==> src/rtl/k_dragonfly_sequencer.sv <==
`default_nettype none
// ============================================================================
//  Module   : k_dragonfly_sequencer
//  Purpose  : Sequences a complete in-place radix-4 DIT FFT over a single-port
//             sample RAM (input stored digit-reversed). For each butterfly it
//             reads four operands plus a twiddle, presents them to an external
//             floating-point dragonfly, captures the four results and writes
//             them back to the same addresses.
//  Ports    : clk, rst_n          - clock, async active-low reset
//             start, scaling      - run request (IDLE only), scaling code
//             busy, done          - run in progress / one-cycle completion
//             mem_addr/we/wdata   - sample RAM port (1-cycle read latency)
//             mem_rdata           - sample RAM read data
//             tw_addr, tw_data    - twiddle ROM exponent / data (1-cycle)
//             df_in0..3, df_twiddle, df_scaling - registered dragonfly inputs
//             df_out0..3          - dragonfly results (combinational)
//  Revision : 1.0 - initial release
// ============================================================================
module k_dragonfly_sequencer #(
    parameter int LOG4N   = 4,
    parameter int AW      = 2 * LOG4N,
    parameter int DF_WAIT = 1
) (
    input  logic          clk,
    input  logic          rst_n,
    input  logic          start,
    input  logic [1:0]    scaling,
    output logic          busy,
    output logic          done,
    output logic [AW-1:0] mem_addr,
    output logic          mem_we,
    output logic [63:0]   mem_wdata,
    input  logic [63:0]   mem_rdata,
    output logic [AW-1:0] tw_addr,
    input  logic [63:0]   tw_data,
    output logic [63:0]   df_in0,
    output logic [63:0]   df_in1,
    output logic [63:0]   df_in2,
    output logic [63:0]   df_in3,
    output logic [63:0]   df_twiddle,
    output logic [1:0]    df_scaling,
    input  logic [63:0]   df_out0,
    input  logic [63:0]   df_out1,
    input  logic [63:0]   df_out2,
    input  logic [63:0]   df_out3
);

    localparam int c_sw = (LOG4N > 1) ? $clog2(LOG4N) : 1;
    localparam int c_ww = (DF_WAIT > 1) ? $clog2(DF_WAIT) : 1;
    localparam logic [c_sw-1:0] c_last_stage = c_sw'(LOG4N - 1);
    localparam logic [AW-1:0]   c_last_bfly  = AW'((1 << (AW - 2)) - 1);
    localparam logic [c_ww-1:0] c_last_wait  = c_ww'(DF_WAIT - 1);

    typedef enum logic [2:0] {
        S_IDLE = 3'd0,
        S_RD   = 3'd1,
        S_RDW  = 3'd2,
        S_CALC = 3'd3,
        S_WR   = 3'd4,
        S_DONE = 3'd5
    } state_t;

    state_t          r_state;
    state_t          w_next;
    logic [c_sw-1:0] r_stage;
    logic [AW-1:0]   r_bfly;
    logic [1:0]      r_cnt;
    logic [c_ww-1:0] r_wait;
    logic [63:0]     r_buf [4];

    // Butterfly addressing: L = 4^s, j = b mod L, g = b / L,
    // base = g*4L + j, operand k at base + k*L, twiddle e = j * 4^(LOG4N-1-s).
    // Powers of four become shifts by 2*s.
    logic [c_sw:0]   w_lsh;
    logic [c_sw:0]   w_esh;
    logic [AW-1:0]   w_l;
    logic [AW-1:0]   w_j;
    logic [AW-1:0]   w_g;
    logic [AW-1:0]   w_base;
    logic [AW-1:0]   w_op_addr;
    logic [AW-1:0]   w_exp;

    always_comb begin
        w_lsh     = {r_stage, 1'b0};
        w_esh     = {c_last_stage - r_stage, 1'b0};
        w_l       = AW'(1) << w_lsh;
        w_j       = r_bfly & (w_l - AW'(1));
        w_g       = r_bfly >> w_lsh;
        w_base    = ((w_g << w_lsh) << 2) | w_j;
        w_op_addr = w_base + (w_l * AW'(r_cnt));
        w_exp     = w_j << w_esh;
    end

    always_ff @(posedge clk or negedge rst_n) begin
        if (!rst_n) begin
            r_state <= S_IDLE;
        end else begin
            r_state <= w_next;
        end
    end

    // Next state and RAM/ROM-facing outputs; everything idles at zero so the
    // outputs read 0 whenever the FSM sits in IDLE (including under reset).
    always_comb begin
        w_next    = r_state;
        busy      = 1'b0;
        done      = 1'b0;
        mem_we    = 1'b0;
        mem_addr  = '0;
        mem_wdata = '0;
        tw_addr   = '0;
        case (r_state)
            S_IDLE: begin
                if (start) begin
                    w_next = S_RD;
                end
            end
            S_RD: begin
                busy     = 1'b1;
                mem_addr = w_op_addr;
                if (r_cnt == 2'd0) begin
                    tw_addr = w_exp;
                end
                if (r_cnt == 2'd3) begin
                    w_next = S_RDW;
                end
            end
            S_RDW: begin
                busy   = 1'b1;
                w_next = S_CALC;
            end
            S_CALC: begin
                busy = 1'b1;
                if (r_wait == c_last_wait) begin
                    w_next = S_WR;
                end
            end
            S_WR: begin
                busy      = 1'b1;
                mem_we    = 1'b1;
                mem_addr  = w_op_addr;
                mem_wdata = r_buf[r_cnt];
                if (r_cnt == 2'd3) begin
                    if ((r_bfly == c_last_bfly) && (r_stage == c_last_stage)) begin
                        w_next = S_DONE;
                    end else begin
                        w_next = S_RD;
                    end
                end
            end
            S_DONE: begin
                done   = 1'b1;
                w_next = S_IDLE;
            end
            default: begin
                w_next = S_IDLE;
            end
        endcase
    end

    // Counters and datapath capture. RAM data for the address issued in one
    // cycle is available in the next, so operand k lands one cycle after it
    // was addressed; operands 1 and 2 are crossed onto df_in2 / df_in1.
    always_ff @(posedge clk or negedge rst_n) begin
        if (!rst_n) begin
            r_stage    <= '0;
            r_bfly     <= '0;
            r_cnt      <= '0;
            r_wait     <= '0;
            df_in0     <= '0;
            df_in1     <= '0;
            df_in2     <= '0;
            df_in3     <= '0;
            df_twiddle <= '0;
            df_scaling <= '0;
            for (int i = 0; i < 4; i++) begin
                r_buf[i] <= '0;
            end
        end else begin
            case (r_state)
                S_IDLE: begin
                    if (start) begin
                        df_scaling <= scaling;
                        r_stage    <= '0;
                        r_bfly     <= '0;
                        r_cnt      <= '0;
                    end
                end
                S_RD: begin
                    r_cnt <= r_cnt + 2'd1;
                    case (r_cnt)
                        2'd1: begin
                            df_in0     <= mem_rdata;
                            df_twiddle <= tw_data;
                        end
                        2'd2:    df_in2 <= mem_rdata;
                        2'd3:    df_in1 <= mem_rdata;
                        default: ;
                    endcase
                end
                S_RDW: begin
                    df_in3 <= mem_rdata;
                    r_wait <= '0;
                end
                S_CALC: begin
                    r_wait <= r_wait + c_ww'(1);
                    if (r_wait == c_last_wait) begin
                        r_buf[0] <= df_out0;
                        r_buf[1] <= df_out1;
                        r_buf[2] <= df_out2;
                        r_buf[3] <= df_out3;
                    end
                end
                S_WR: begin
                    r_cnt <= r_cnt + 2'd1;
                    if (r_cnt == 2'd3) begin
                        if (r_bfly == c_last_bfly) begin
                            r_bfly <= '0;
                            if (r_stage == c_last_stage) begin
                                r_stage <= '0;
                            end else begin
                                r_stage <= r_stage + c_sw'(1);
                            end
                        end else begin
                            r_bfly <= r_bfly + AW'(1);
                        end
                    end
                end
                default: ;
            endcase
        end
    end

endmodule
`default_nettype wire

==> config.mk <==
export PLATFORM = sky130hd
export DESIGN_NAME = k_dragonfly_sequencer
export DESIGN_NICKNAME = d
export VERILOG_FILES = /design/src/rtl/k_dragonfly_sequencer.sv
export SDC_FILE = /design/constraint.sdc
export NUM_CORES = 1
export LEC_CHECK = 0
export BUFFER_PORTS_ARGS = -buffer_cell sky130_fd_sc_hd__buf_2
export CORE_AREA = 5 5 302 304
export DETAILED_ROUTE_END_ITERATION = 12
export DIE_AREA = 0 0 307 309
export GPL_TIMING_DRIVEN = 0
export HOLD_SLACK_MARGIN = 0.12
export PLACE_DENSITY = 0.56
export SYNTH_ARGS = -nofsm -noshare
export SYNTH_HDL_FRONTEND = slang
export SYNTH_SLANG_ARGS = --single-unit
==> constraint.sdc <==
create_clock -name clk -period 9.2 [get_ports clk]
set_input_delay 2.3 -clock clk [delete_from_list [all_inputs] [get_ports clk]]
set_output_delay 2.3 -clock clk [all_outputs]
set_load 0.01 [all_outputs]
# After elaboration in Yosys (flattened, before gate mapping)
# Index checks and enable logic that the tools add are counted.
dict set report op_classes {
  n_mul 1
  n_eq_ne 15
  n_reduce_logical 17
  n_addsub 7
  shift 4
  order_cmp 1
  mux 27
  n_bitwise 4
}
# op n
set op_table {}
lappend op_table {{$mux W64} 3}
lappend op_table {{$bmux W64 S2} 1}
lappend op_table {{$mux W8} 6}
lappend op_table {{$pmux W8 S2} 1}
lappend op_table {{$mux W3} 5}
lappend op_table {{$pmux W3 S5} 1}
lappend op_table {{$reduce_and A2 Y1} 6}
lappend op_table {{$ne A2 B2 Y1 const B} 5}
lappend op_table {{$add A8 B1 Y8 const B} 1}
lappend op_table {{$add A8 B8 Y8} 1}
lappend op_table {{$and A8 B8 Y8} 1}
lappend op_table {{$eq A8 B6 Y1 const B} 1}
lappend op_table {{$mul A8 B2 Y8} 1}
lappend op_table {{$mux W2} 4}
lappend op_table {{$or A8 B8 Y8} 1}
lappend op_table {{$pmux W2 S2} 2}
lappend op_table {{$reduce_and A4 Y1} 2}
lappend op_table {{$shl A1 B3 Y8 const A} 1}
lappend op_table {{$shl A8 B3 Y6} 1}
lappend op_table {{$shl A8 B3 Y8} 1}
lappend op_table {{$shr A8 B3 Y8} 1}
lappend op_table {{$sub A8 B1 Y8 const B} 1}
lappend op_table {{$eq A2 B2 Y1 const B} 3}
lappend op_table {{$eq A3 B2 Y1 const B} 2}
lappend op_table {{other kinds (18)} 24}
dict set report totals {
  wordCells 91
  input_bits 389
  output_inout_bits 405
  ff_bits 594
}

# Logic depth before layout (Yosys ltp)
# Gate-level depths: netlist of run 1.
dict set report depth {
  word_depth 6
  mapped_depth 15
  ltp_nobuf 14
}

# Worst setup path before layout of run 1
# No wires, ideal clock.
dict set report synth_timing {
  path_type {reg-to-output}
  startpoint {register r_stage[0]}
  endpoint {output port mem_addr[6]}
  t_required_ns 6.900
  path_slack_ns 4.159
  n_path_buf 1
  t_arrival_ns 2.741
  stages_incl_launch_ff 14
  path_cell_list {dfrtp_1 > clkbuf_1 > inv_1 > ha_1 > inv_1 > ha_1 > a22o_1 > ha_1 > ha_1 > o21ai_0 > o21bai_1 > a21oi_1 > xor2_1 > nor2_1}
}
dict set report synth_between {
  elab_chain_len 6
  word_cells_on_any_way 9
  cone_classes {add/sub: 2; mul: 1; shift: 3; mux: 1; bitwise: 2}
}
# element line
set synth_lines {}
lappend synth_lines {{start: declaration} 65} ;# logic [c_sw-1:0] r_stage;
lappend synth_lines {{start signal: assignment} 222} ;# r_stage <= r_stage + c_sw'(1);
lappend synth_lines {{parallel branches: the longest is 4 deep, another holds $mul A8 B2 Y8} --}
lappend synth_lines {{$add A8 B8 Y8 (*)} 90} ;# w_op_addr = w_base + (w_l * AW'(r_cnt));
lappend synth_lines {{$mux W8 (*)} 112} ;# case (r_state)
lappend synth_lines {{end: declaration} 30} ;# output logic [AW-1:0] mem_addr,
# Mark *: on every way between the ends.

# Final worst setup path of run 1
dict set report layout_timing {
  startpoint {register r_cnt[1]}
  endpoint {output port mem_addr[6]}
}
dict set report layout_between {
  elab_chain_len 3
}
# element line
set layout_lines {}
lappend layout_lines {{start: declaration} 67} ;# logic [1:0] r_cnt;
lappend layout_lines {{start signal: assignment} 190} ;# r_cnt <= r_cnt + 2'd1;
lappend layout_lines {{start signal: assignment} 215} ;# r_cnt <= r_cnt + 2'd1;
lappend layout_lines {{$mul A8 B2 Y8} 90}
lappend layout_lines {{$add A8 B8 Y8} 90}
lappend layout_lines {{$mux W8} 112}
# Every way passes these cells.

==> results of run 1 <==
[worst register-to-register path: stages (launching register included)]
cell and delay [ps]:
dfrtp_1 370, clkbuf_1 340, buf_1 600, buf_2 530, inv_1 220, ha_1 230
and2_1 170, buf_2 280, buf_4 310, mux2_1 340
[power groups by stage]
stage / sequential, mW / clock (mW) / combinational (mW)
final: 4.64 / 2.68 / 4.63
after global routing: 4.79 / 2.87 / 5.00
after CTS: 4.65 / 2.77 / 4.74
after detailed placement: 4.69 / 0 / 4.74
after global placement: 4.62 / 0 / 4.63
after floorplan: 4.85 / 0 / 2.63
[flip-flops by register name, indices dropped and copies added (netlist names)]
signal and cells:
df_in0 64, df_in1 64, df_in2 64, df_in3 64
df_scaling 2, df_twiddle 64, r_bfly 8, r_buf 256
r_cnt 2, r_stage 2, r_state 3, r_wait 1
[synth_stat cells (2+ instances only)]
library cell and number:
dfrtp_1 594, mux2_2 537, and2_1 70, mux4_2 64, buf_4 50, mux2_1 41
nor2_1 25, buf_2 23, ha_1 22, nand2_1 19, inv_1 17, clkbuf_1 12
o21ai_0 12, nand3_1 9, nor3_1 9, a211oi_1 7, xor2_1 7, a21oi_1 6
buf_1 5, xnor2_1 5, o22ai_1 4, a21o_1 3, a22o_1 3, nor2b_1 3
a22oi_1 2, a31oi_1 2, conb_1 2, nand2_4 2, nand2b_1 2, nand4_1 2
[cell families after synthesis]
| kind of cell | synth area share, % |
|---|---|
| flip-flops | 59.4 |
| adder cells (fa/ha/maj) | 1.18 |
| multiplexers | 31.8 |
| AND/OR/NAND/NOR | 3.44 |
| XOR/XNOR | 0.420 |
| buffers and inverters | 2.56 |
| other | 0.0300 |
| AO/OA/AOI/OAI | 1.18 |
[routing by layer]
metal | routed length (microns) | share of wire, %
met2 | 42400 | 51
met5 | 263 | 0.32
met4 | 2450 | 2.9
met1 | 29700 | 36
met3 | 8250 | 9.9
[layout make-up]
type	count	area [sq um]	area share [%]
Antenna cell	34	85.1	0.259
Buffer	91	566	1.72
Clock buffer	98	1980	6.01
Clock inverter	21	226	0.688
Inverter	19	76.3	0.232
Multi-Input combinational cell	878	9530	29.0
Sequential cell	594	14900	45.2
Tap cell	1165	1460	4.43
Timing Repair Buffer	798	4120	12.5
[worst paths after layout]
| check | startpoint | to | slack, ps | cells past startpoint |
|---|---|---|---|---|
| min in group asynchronous | rst_n | df_scaling[1]$_DFFE_PN0P_ | 1710 | 1 |
| max in group asynchronous | rst_n | df_in3[42]$_DFFE_PN0P_ | 5430 | 4 |
| max | r_cnt[1]$_DFFE_PN0P_ | mem_addr[6] | 2670 | 13 |
| max reg2reg | r_cnt[1]$_DFFE_PN0P_ | df_in0[16]$_DFFE_PN0P_ | 5700 | 9 |
| min | df_in0[10]$_DFFE_PN0P_ | df_in0[10]$_DFFE_PN0P_ | 480 | 1 |
| min reg2reg | df_in0[10]$_DFFE_PN0P_ | df_in0[10]$_DFFE_PN0P_ | 480 | 1 |
[through the flow]
stage | hold slack, ps | std cells
3_3_place_gp | 463 | 3540
2_1_floorplan | 453 | 1582
3_5_place_dp | 470 | 3545
4_1_cts | 483 | 3664
6_report | 481 | 3698
5_1_grt | 495 | 3678
==> results.cfg, run 1 <==
[final_layout]
drive_gt1_share_pct = 63.5
final_common_cell = buf_2
final_util_pct = 37.4
final_cell_mix = buf_2, dfrtp_1, mux2_2
area_growth_pct = 31.4
final_area_sq_um = 32900
layout.nets = 2863
fill_cells = 8516

[logic_synthesis]
synth_cell_types = 52
netlist_instances = 1581
synth_top_area_share_pct = 59.4
netlist_area_sq_um = 25000
synth-seq-cells = 594
ys_seq_area_share_pct = 59.4
async_flop_share_pct = 100
synth_area_leader_cell = dfrtp_1
synth_flop_cell = dfrtp_1
synth.top_cells.by_area = dfrtp_1, mux2_2, mux4_2, mux2_1, and2_1
avgSynthCellArea_sq_um = 15.8
synth_edf_count = 0
ys_warn_count = 0

[critical_path]
start_kind = flop
cp.buffers_inverters = 5
worstPathMaxFanout = 10
crit_chain = clkbuf_1, buf_1, buf_2, inv_1, nor2_1, ha_1, ha_1, a211oi_1, o21bai_1, a21oi_1, xor2_1, nor2_1, buf_2
cpMaxStageDelayCell = buf_1
arrival_ps = 4230
worst_setup_path_end_kind = output port
critical-path-top-delay-family = buffers and inverters
required_ps = 6900
max_stage_delay_ps = 590
crit_type = flop to output port

[route]
postRouteAntennaNets = 0
drtIter0Drc = 666
drt-wirelength-per-cell_microns = 22.5
wirelength_mm = 83.0
firstDrtPassIters = 4
drc = 0
vias_per_cell = 4.60
vias = 17000

[timing]
fin_skew_ps = 25.8
final-setup-viol-count = 0
grt_setup_unrepaired = false
drv_slew = 0
slew_headroom_pct = 32.1
setup_ws_ps = 2670
fmax_ghz = 0.153
hold_viol_final = 0
fin_tns_setup_ps = 0
finalCritPeriodShare_pct = 70.9
period_minus_slack_ps = 6530
tightest_slew_ps = 1020

[floorplan]
die_w_microns = 307
die_area_sq_um = 94900
initial_core_util_pct = 28.5
die_h_microns = 309
io_pins = 794
rows = 109
coreArea_sq_um = 88000

[cts]
post-cts-setup-buffers = 0
cts_tree = done
clk-insertion-delay-late_ps = 600
cts_root_buf = clkbuf_16
clock-sinks = 594
clkTransAtPathRegs_ps = 50
cts_buffers = 69
cts.hold.buffers_added = 0
cts_max_level = 3
postCtsResizedCells = 0
cts_buffer_depth = 3

[placement]
gp_congestion = 0.870
placed_area_sq_um = 30600
dpl.hpwl_mm = 65.0
dpl_worst_slack_ps = 3060
port_buffers = 793

[grt]
globalRouteMet1Util_pct = 18.0
first_global_vias = 18800
grt_overflow = 0
met2_usage_pct = 29.9
antenna_found_initial = 61
grtUsageTotal_pct = 16.8
grt_pass1_wl_mm = 121
use_met3_pct = 7.35
grt.busiest_layer = met2
grt_max_degree = 120

[hold_path]
min-delay-path-class = flop to flop

[power_and_ir_drop]
swShare_pct = 32.9
combinationalPowerShare_pct = 38.8
internal-power_mw = 8.02
clock_power_share_pct = 22.4
cellPowerDensity_nw_per_um2 = 363
switching_power_mw = 3.93
p_leak_nw = 15.3
p_seq_share_pct = 38.8
peakVddDrop_mv = 0.198
total_power_mw = 12.0

[flow_run]
drv_cap = 0

[run_status]
status = finished, final reports clean
Power figures use the tool's default switching activity.
==> run 2, diff against run 1 <==
CORE_AREA = 5 5 304 306   (was 5 5 302 304)
DIE_AREA = 0 0 309 311   (was 0 0 307 309)
PLACE_DENSITY = 0.55   (was 0.56)
clock period = 6.66 ns   (was 9.2 ns; I/O delays follow)
==> run 2 against run 1 <==
- power grew 39%
- critical endpoint unchanged
- die area grew 1.3%
- non-clock buffer count is the same
- cell area grew 0.27%
- largest cell class unchanged
- routed wire length is essentially flat
- sequential share of layout area shrank 0.12 points
- global-route usage is essentially flat
- combinational power grew 39%
- count of clock-buffer cells in the layout grew 1
- cell count grew 0.24%
- via count grew 0.11%
- critical path depth is the same
==> results.cfg, run 2 (synthesized netlist as in run 1, its figures left out) <==
[floorplan]
coreArea_sq_um = 89300
die_h_microns = 311
die_area_sq_um = 96100
rows = 110
initial_core_util_pct = 28.0
io_pins = 794
die_w_microns = 309

[critical_path]
start_kind = flop
worstPathMaxFanout = 10
arrival_ps = 4190
rr_worst_depth = 9
worst_setup_path_end_kind = output port
crit_type = flop to output port
required_ps = 4990

[power_and_ir_drop]
p_leak_nw = 15.4
cellPowerDensity_nw_per_um2 = 504
peakVddDrop_mv = 0.256
total_power_mw = 16.6

[final_layout]
largest-register = r_buf
layout.nets = 2863
area_growth_pct = 31.8
drive_gt1_share_pct = 63.7
multi_input_area_sq_um = 9530
final-seq-area_sq_um = 14900
final_cell_mix = buf_2, dfrtp_1, mux2_2
final_area_sq_um = 33000
fill_cells = 8688
largest_register_ffs = 256
final_common_cell = buf_2

[hold_path]
min_path_cells = 1
min-delay-path-class = flop to flop

[grt]
antenna_found_initial = 51
grt_max_degree = 125
grtUsageTotal_pct = 16.7
grt_pass1_wl_mm = 123
grt_overflow = 0
first_global_vias = 19000

[route]
firstDrtPassIters = 5
drt-wirelength-per-cell_microns = 22.4
drtIter0Drc = 779
vias_per_cell = 4.59
drc = 0
vias = 17000
postRouteAntennaNets = 0
wirelength_mm = 83.0

[timing]
slew_headroom_pct = 31.2
final-setup-viol-count = 0
fin_tns_setup_ps = 0
holdWs_ps = 483
hold_viol_final = 0
period_minus_slack_ps = 5860
grt_setup_unrepaired = false
finalCritPeriodShare_pct = 88.0
drv_slew = 0
fin_skew_ps = 15.4
tightest_slew_ps = 1030
fmax_ghz = 0.171

[cts]
clkTransAtPathRegs_ps = 60
cts_tree = done
cts.hold.buffers_added = 0
clock-sinks = 594
cts_buffers = 69
cts_root_buf = clkbuf_16
clk-insertion-delay-late_ps = 600
post-cts-setup-buffers = 0
cts_buffer_depth = 3
postCtsResizedCells = 0
cts_max_level = 3

[run_status]
status = finished, final reports clean

[placement]
dpl.hpwl_mm = 64.8
gp_congestion = 0.885
placed_area_sq_um = 30600
port_buffers = 793

[flow_run]
drv_cap = 0
run 2: per-stage QoR:
step	utilization [%]	std cells	worst slack [ps]
after floorplan	-	1582	2250
after global placement	34.1	3551	-8040
after detailed placement	34.3	3556	1290
after CTS	36.8	3676	584
after global routing	36.9	3688	418
final	36.9	3707	801
run 2: path summary, 6_finish.rpt:
path,start,endpoint,slack [ps]
max reg2reg,r_cnt[1]$_DFFE_PN0P_,df_in0[16]$_DFFE_PN0P_,3270
max in group asynchronous,rst_n,df_in0[48]$_DFFE_PN0P_,4000
min reg2reg,df_in3[60]$_DFFE_PN0P_,df_in3[60]$_DFFE_PN0P_,480
max,r_cnt[1]$_DFFE_PN0P_,mem_addr[6],800
min in group asynchronous,rst_n,df_scaling[1]$_DFFE_PN0P_,1020
min,df_in3[60]$_DFFE_PN0P_,df_in3[60]$_DFFE_PN0P_,480
run 2: area by class of cell:
cell class,instances,share of cell area [%]
flip-flops and latches,594,45.1
multi-input cells,878,28.9
repair buffers,798,12.5
clock buffers,99,6.13
well taps,1176,4.46
plain buffers,91,1.71
clock inverters,21,0.812
diodes,31,0.235
inverters,19,0.231
run 2: critical path, stage by stage, from the launching register on:
cell and delay (ps):
dfrtp_1 370, clkbuf_1 360, buf_1 570, buf_2 490
inv_1 190, nor2_1 140, ha_1 230, ha_1 340
o21ai_0 240, o21bai_1 100, a21oi_1 180, xor2_1 180
nor2_1 50, buf_2 150
run 2: where the power goes:
part | switching, mW | internal, mW
Sequential | 0.951 | 5.45
Clock | 1.49 | 2.30
Combinational | 3.00 | 3.44
Total | 5.44 | 11.2
run 2: layer usage:
layer  part of all wire (%)  vias to the layer above  global-route usage [%]
met5                   0.28                        -                       0
met4                    3.1                       34                    6.15
met1                     36                     8737                    18.1
met3                    9.7                      156                    7.00
met2                     51                      640                    29.3
li1                       -                     7458                       -
==> run 3, diff against run 2 <==
CELL_PAD_IN_SITES_DETAIL_PLACEMENT = 0   (was unset)
CELL_PAD_IN_SITES_GLOBAL_PLACEMENT = 1   (was unset)
CORE_AREA = 5 5 302 304   (was 5 5 304 306)
DIE_AREA = 0 0 307 309   (was 0 0 309 311)
PLACE_DENSITY = 0.65   (was 0.55)
==> run 3 against run 2 <==
- power rose by 0.38%
- critical endpoint unchanged
- sequential cell count did not move
- sequential share of layout area barely moved
==> results.cfg, run 3 (synthesized netlist as in run 1, its figures left out) <==
[timing]
hold_viol_final = 0
slew_headroom_pct = 44.1
finalCritPeriodShare_pct = 87.3
fmax_ghz = 0.172
fin_skew_ps = 36.6
final-setup-viol-count = 0
tightest_slew_ps = 839
period_minus_slack_ps = 5820
grt_setup_unrepaired = false
drv_slew = 0

[grt]
grt_pass1_wl_mm = 123
grtUsageTotal_pct = 17.2
first_global_vias = 18800
grt_overflow = 0
antenna_found_initial = 57
met2_usage_pct = 30.4
globalRouteMet1Util_pct = 18.7
grt.busiest_layer = met2
use_met3_pct = 7.26
grt_max_degree = 129

[critical_path]
cpMaxStageDelayCell = buf_1
crit_chain = clkbuf_1, buf_1, buf_2, inv_1, nor2_1, ha_1, ha_1, o21ai_0, o21bai_1, a21oi_1, xor2_1, nor2_1, buf_2
max_stage_delay_ps = 640
arrival_ps = 4150
required_ps = 4990
rrSetupSlack_ps = 3270
start_kind = flop
worst_setup_path_end_kind = output port
worstPathMaxFanout = 10
crit_type = flop to output port

[route]
postRouteAntennaNets = 0
vias = 17000
wirelength_mm = 84.7
drt-wirelength-per-cell_microns = 23.0
vias_per_cell = 4.60
drc = 0
firstDrtPassIters = 5
drtIter0Drc = 665

[final_layout]
largest_register_ffs = 256
drive_gt1_share_pct = 63.6
area_growth_pct = 31.9
layout.nets = 2863
final_cell_mix = buf_2, dfrtp_1, mux2_2
final_common_cell = buf_2
final_area_sq_um = 33000
largest-register = r_buf
final_util_pct = 37.5

[placement]
port_buffers = 793
placed_area_sq_um = 30600
gp_congestion = 0.867
dpl.hpwl_mm = 66.5

[power_and_ir_drop]
peakVddDrop_mv = 0.275
p_leak_nw = 15.4
combinationalPowerShare_pct = 38.6
swShare_pct = 32.9
switching_power_mw = 5.49
cellPowerDensity_nw_per_um2 = 506
clock_power_share_pct = 23.1
p_seq_share_pct = 38.3
internal-power_mw = 11.2

[floorplan]
die_area_sq_um = 94900
initial_core_util_pct = 28.5
die_h_microns = 309
rows = 109
io_pins = 794
coreArea_sq_um = 88000
die_w_microns = 307

[cts]
cts_buffer_depth = 3
cts_root_buf = clkbuf_16
clk-insertion-delay-late_ps = 610
cts_buffers = 69
clkTransAtPathRegs_ps = 50
clock-sinks = 594
cts_max_level = 3
post-cts-setup-buffers = 0
cts.hold.buffers_added = 0
cts_tree = done
postCtsResizedCells = 0

[run_status]
status = finished, final reports clean

[flow_run]
drv_cap = 0

[hold_path]
min-delay-path-class = flop to flop
-- run 3: final cells by class --
cell class	count	area (sq um)
Inverter	19	76.3
Tap cell	1165	1460
Multi-Input combinational cell	878	9530
Fill cell	8506	55000
Clock inverter	18	284
Sequential cell	594	14900
Buffer	91	566
Antenna cell	24	60.1
Timing Repair Buffer	798	4120
Clock buffer	103	2060
-- run 3: path summary, 6_finish.rpt --
path / from / to / depth (start not counted)
max: r_cnt[1]$_DFFE_PN0P_ / mem_addr[6] / 13
min: df_in0[11]$_DFFE_PN0P_ / df_in0[11]$_DFFE_PN0P_ / 1
max reg2reg: r_cnt[1]$_DFFE_PN0P_ / df_in0[16]$_DFFE_PN0P_ / 9
min reg2reg: df_in0[11]$_DFFE_PN0P_ / df_in0[11]$_DFFE_PN0P_ / 1
max in group asynchronous: rst_n / df_in0[41]$_DFFE_PN0P_ / 4
min in group asynchronous: rst_n / r_buf[24]$_DFFE_PN0P_ / 1
-- run 3: routing by layer --
| metal | wire length (microns) | vias up |
|---|---|---|
| met2 | 42600 | 653 |
| met3 | 8340 | 197 |
| met5 | 357 | - |
| li1 | - | 7452 |
| met4 | 2870 | 54 |
| met1 | 30500 | 8627 |
-- run 3: worst max-delay path: cells and delay by family (launching register included) --
| kind | cells | cell delay [ps] |
|---|---|---|
| AOI/OAI and AO/OA | 3 | 500 |
| adders and majority gates | 2 | 580 |
| buffers and inverters | 5 | 1770 |
| xor gates and xnor gates | 1 | 170 |
| and+or+nand+nor | 2 | 210 |
| DFF | 1 | 360 |
-- run 3: power by group through the flow --
stage / logic, mW / registers (mW) / clock network [mW]
after floorplan: 3.63 / 6.70 / 0
after global placement: 6.44 / 6.37 / 0
after detailed placement: 6.58 / 6.47 / 0
after CTS: 6.60 / 6.41 / 3.99
after global routing: 6.96 / 6.61 / 4.12
final: 6.44 / 6.40 / 3.86
-- run 3: stage by stage --
stage          total power [mW]  worst slack, ps  hold slack [ps]  std cells  TNS [ps]
3_3_place_gp               12.8            -8270              463       3540  -4844670
2_1_floorplan              10.3             2250              453       1582         0
5_1_grt                    17.7              492              500       3680         0
3_5_place_dp               13.1             1280              472       3545         0
6_report                   16.7              843              478       3690         0
4_1_cts                    17.0              627              484       3666         0
